**config.mk**
```make
export PLATFORM = sky130hd
export DESIGN_NAME = iter_div
export DESIGN_NICKNAME = d
export VERILOG_FILES = /design/src/rtl/iter_div.sv
export SDC_FILE = /design/constraint.sdc
export NUM_CORES = 1
export LEC_CHECK = 0
export ABC_AREA = 0
export CELL_PAD_IN_SITES_DETAIL_PLACEMENT = 1
export CELL_PAD_IN_SITES_GLOBAL_PLACEMENT = 1
export CORE_ASPECT_RATIO = 1.4
export CORE_MARGIN = 4
export CORE_UTILIZATION = 47
export CTS_BUF_LIST = sky130_fd_sc_hd__clkbuf_8
export DETAILED_ROUTE_END_ITERATION = 7
export GPL_ROUTABILITY_DRIVEN = 0
export HOLD_SLACK_MARGIN = 0.15
export PLACE_DENSITY_LB_ADDON = 0.1
export SLEW_MARGIN = 20
export SYNTH_ARGS = -nofsm -noshare
export SYNTH_HDL_FRONTEND = slang
export SYNTH_SLANG_ARGS = --single-unit
export TNS_END_PERCENT = 1
```
**constraint.sdc**
```tcl
create_clock -name clk -period 15.3 [get_ports clk]
set_input_delay 3.825 -clock clk [delete_from_list [all_inputs] [get_ports clk]]
set_output_delay 3.825 -clock clk [all_outputs]
set_load 0.02 [all_outputs]
```
**src/rtl/iter_div.sv**
```systemverilog
// iter_div: 32-bit radix-2 restoring divider (DIV/DIVU) for the EX stage.
// Ports: clk, resetn (async, active-low); div_start, div_signed,
//   div_src1 (dividend), div_src2 (divisor), es_flush (cancel) in;
//   div_stop (EX stall), div_done (result pulse), div_quotient (LO),
//   div_remainder (HI) out.
// Optional macro DIV_ZERO_FAST_EN: divide by zero completes in one cycle.
module iter_div (
    input  logic        clk,
    input  logic        resetn,
    input  logic        div_start,
    input  logic        div_signed,
    input  logic [31:0] div_src1,
    input  logic [31:0] div_src2,
    input  logic        es_flush,
    output logic        div_stop,
    output logic        div_done,
    output logic [31:0] div_quotient,
    output logic [31:0] div_remainder
);

    localparam logic [1:0] IDLE = 2'd0;
    localparam logic [1:0] BUSY = 2'd1;
    localparam logic [1:0] DONE = 2'd2;

`ifdef DIV_ZERO_FAST_EN
    localparam bit ZERO_FAST = 1'b1;
`else
    localparam bit ZERO_FAST = 1'b0;
`endif

    logic [1:0]  state;
    logic [5:0]  cnt;
    logic [31:0] rem;
    logic [31:0] dvd;
    logic [31:0] dvs;
    logic        neg_q;
    logic        neg_r;

    logic [31:0] abs1;
    logic [31:0] abs2;
    logic [32:0] shl;
    logic [32:0] trial;
    logic        qbit;
    logic [31:0] rem_nxt;
    logic [31:0] dvd_nxt;
    logic [31:0] q_fix;
    logic [31:0] r_fix;

    // 0x80000000 negates to itself, giving an unsigned magnitude of 2^31.
    assign abs1 = (div_signed && div_src1[31]) ? -div_src1 : div_src1;
    assign abs2 = (div_signed && div_src2[31]) ? -div_src2 : div_src2;

    // The dividend register doubles as the quotient: quotient bits are
    // shifted in at the bottom as dividend bits leave at the top.
    // rem < divisor, so a 33-bit trial subtraction never overflows.
    assign shl     = {rem, dvd[31]};
    assign trial   = shl - {1'b0, dvs};
    assign qbit    = ~trial[32];
    assign rem_nxt = qbit ? trial[31:0] : shl[31:0];
    assign dvd_nxt = {dvd[30:0], qbit};

    assign q_fix = neg_q ? -dvd_nxt : dvd_nxt;
    assign r_fix = neg_r ? -rem_nxt : rem_nxt;

    assign div_stop = !es_flush &&
                      ((state == IDLE && div_start) || state == BUSY);
    assign div_done = (state == DONE) && !es_flush;

    always_ff @(posedge clk or negedge resetn) begin
        if (!resetn) begin
            state         <= IDLE;
            cnt           <= '0;
            rem           <= '0;
            dvd           <= '0;
            dvs           <= '0;
            neg_q         <= 1'b0;
            neg_r         <= 1'b0;
            div_quotient  <= '0;
            div_remainder <= '0;
        end else if (es_flush) begin
            state <= IDLE;
            cnt   <= '0;
        end else begin
            unique case (state)
                IDLE: begin
                    if (div_start) begin
                        if (ZERO_FAST && div_src2 == '0) begin
                            // Same values the full algorithm would yield.
                            state         <= DONE;
                            div_quotient  <= (div_signed && div_src1[31]) ?
                                             32'd1 : 32'hFFFF_FFFF;
                            div_remainder <= div_src1;
                        end else begin
                            state <= BUSY;
                            cnt   <= '0;
                            rem   <= '0;
                            dvd   <= abs1;
                            dvs   <= abs2;
                            neg_q <= div_signed &&
                                     (div_src1[31] ^ div_src2[31]);
                            neg_r <= div_signed && div_src1[31];
                        end
                    end
                end
                BUSY: begin
                    rem <= rem_nxt;
                    dvd <= dvd_nxt;
                    cnt <= cnt + 6'd1;
                    if (cnt == 6'd31) begin
                        state         <= DONE;
                        div_quotient  <= q_fix;
                        div_remainder <= r_fix;
                    end
                end
                DONE: begin
                    state <= IDLE;
                end
                default: begin
                    state <= IDLE;
                end
            endcase
        end
    end

endmodule

```
==> impl_metrics.ini <==
[run_status]
status = complete, no violations

[worst_setup_path]
timing.critical_path.buf_inv = 3
crit_family = buffers and inverters
critPathLaunchType = input pin
ff2ff_path_depth = 19
crit_top_cell = clkdlybuf4s50_1
path_max_fanout = 8
slowest_stage = clkdlybuf4s50_1
r2r_slack_ns = 9.64
slowest_delay_ns = 0.69
r2r_end = div_remainder[28]$_DFFE_PN0P_
crit_chain = clkdlybuf4s50_1, or3_2, inv_1, clkdlybuf4s50_1
worstPathArrival_ns = 5.80
crit_required_ns = 11.48
crit_path_start = es_flush
path_class = in -> out
path_depth = 4
r2r_start = rem[16]$_DFFE_PN0P_
endpoint = div_stop
cp-end-kind = output pin

[sta]
fin_setup_tns_ns = 0
fin_crit_ns = 9.63
timing.hold.ws_ns = 0.485
grt_setup_unrepaired = false
drv_slew = 0
fin_skew_ns = 0.0134
min_period_over_period_pct = 62.9
worstMarginPinSlew_ns = 1.11
slew_headroom_pct = 25.8
finalHoldViolations = 0
fmax_mhz = 104
setup_viol = 0

[yosys]
synth_area_leader_cell = dfrtp_1
synthTopCellsByArea = dfrtp_1 36%, o21ai_0 11%, nand2_1 8.5%, xor2_1 5.4%, xnor2_1 4.3%
avgSynthCellArea_um2 = 7.99
ys_seq_area_share_pct = 36.1
synth_nets = 1580
ys.flop_type = dfrtp_1
synthesis.instances = 1473
async_flop_share_pct = 100
synth_edf_count = 0
synth_seq_cells = 170
ys.warnings.count = 0
yosysMostFrequentCell = nand2_1
synth_area_mm2 = 0.0118
synthTopCellsByCount = 266 x nand2_1, 248 x o21ai_0, 170 x dfrtp_1
yosys.area.top_type_share_pct = 36.1
synthDistinctLibCells = 69

[finish]
layout-drive-gt1-share_pct = 3.31
antenna-diode-count = 0
final_nets = 1666
area_delta_synth_final_pct = 16.0

[grt]
antenna_found_initial = 0
grt_overflow = 0
grt_max_degree = 101
grt_pass1_vias = 11800
grt_use_total_pct = 27.5
grt_pass1_wl_um = 61400

[power]
vdd_drop_max_mv = 0.144
power_density_mw_per_mm2 = 194
power.leakage_nw = 5.93

[route]
num_vias = 11300
drc = 0
routed_wl_um = 37700
ant_nets = 0
drt-pass1-iter-count = 5
wl_per_cell_um = 20.0
vias_per_cell = 5.97
drt_iter0_markers = 545

[cts]
numClockSinks = 170
cts_resized = 0
cts.clk_slew.worst_paths_ns = 0.08
holdBufCountCts = 0
cts_setup_buffers = 0
clock_latency_ns = 0.48
cts_tree = yes
cts-root-buf = clkbuf_8
clockBufferDepth = 2
htreeDepth = 4
numCtsBuffers = 17

[floorplan]
start_util_pct = 47.7
die_h_um = 195
core_area_mm2 = 0.0247
fp.dieArea_mm2 = 0.0277
rows = 68
ios = 135
die_w_um = 142

[worst_hold_path]
hold_path.class = reg -> reg
min_from = dvs[23]$_DFFE_PN0P_

[run]
maxCapViolCount = 0

[placement]
dp_hpwl_um = 28300
portBuffers = 134
[power breakdown]
part / switching (W) / internal, W
clock: 0.000168 / 0.000149
sequential: 0.000107 / 0.000531
combinational: 0.00108 / 0.000624
total: 0.00135 / 0.00130
[cells by family after synthesis]
family	Yosys count	synth area share, %
DFF	170	36.1
adders and majority gates	38	4.10
xor gates and xnor gates	130	9.67
buffers and inverters	135	4.43
and+or+nand+nor	510	20.0
muxes	24	2.06
AOI/OAI and AO/OA	466	23.6
[worst min-delay path, delay by kind of cell (launching register included)]
kind,cells,cell delay (ns)
flip-flops,1,0.35
AO/OA/AOI/OAI,1,0.06
AND/OR/NAND/NOR,1,0.05
[cell usage in the layout, fill, tap and decap left out, types with 7 or more instances in the layout]
cell             count
xnor2_1             58
dfrtp_1            170
inv_1               64
nand2_1            266
xor2_1              72
and2_1              15
mux2i_1             22
a21o_1              12
nor2_1              62
o211ai_1             7
o21ai_0            248
a21oi_1             69
or4_1                8
nand2b_1            12
clkdlybuf4s50_1    133
buf_4                8
or3_1               27
o41ai_1             10
nand3_1             22
o31ai_1             28
o21ai_1              8
and3_1              13
ha_1                37
a31oi_1              8
o31a_1               7
nor4_1              15
clkbuf_8            19
nor3_1              34
nand4_1             10
o21a_1              10
[area by class of cell]
type	count	area, µm²
clock inverters	12	111
fillers	3042	11000
repair buffers	142	1400
inverters	60	225
flip-flops and latches	170	4250
well taps	315	394
clock buffers	19	262
multi-input cells	1168	7010
[registers in the layout (all words and copies together), names as in the netlist]
register,flops
cnt,6
div_quotient,32
div_remainder,32
dvd,32
dvs,32
neg_q,1
neg_r,1
rem,32
state,2
[routing by layer]
layer	part of all wire (%)	wire length, µm	track usage (%)	vias up
li1	-	-	-	5373
met1	39	14800	31.8	5537
met2	52	19600	49.3	269
met3	4.4	1640	4.65	89
met4	4.5	1710	12.3	0
met5	0	0	0	-
[worst min-delay path by stage]
stage | cells after the start | to | slack (ns)
5_1_grt | 1 | cnt[5]$_DFFE_PN0P_ | 0.50
2_1_floorplan | 1 | cnt[5]$_DFFE_PN0P_ | 0.44
3_5_place_dp | 1 | cnt[5]$_DFFE_PN0P_ | 0.47
3_3_place_gp | 2 | div_remainder[12]$_DFFE_PN0P_ | 0.46
6_report | 2 | dvs[23]$_DFFE_PN0P_ | 0.49
4_1_cts | 1 | cnt[5]$_DFFE_PN0P_ | 0.49
[through the flow]
step	worst slack (ns)	utilization [%]	instances	area, µm²	power [W]
global placement	5.73	53.8	1855	13300	0.00226
floorplan	6.88	-	1473	11800	0.00184
detailed placement	5.70	53.8	1855	13300	0.00231
finish	5.67	55.4	1886	13700	0.00265
CTS	5.70	55.3	1886	13700	0.00265
global route	5.63	55.4	1886	13700	0.00287
Note: power is estimated with default switching activity, not from simulation.
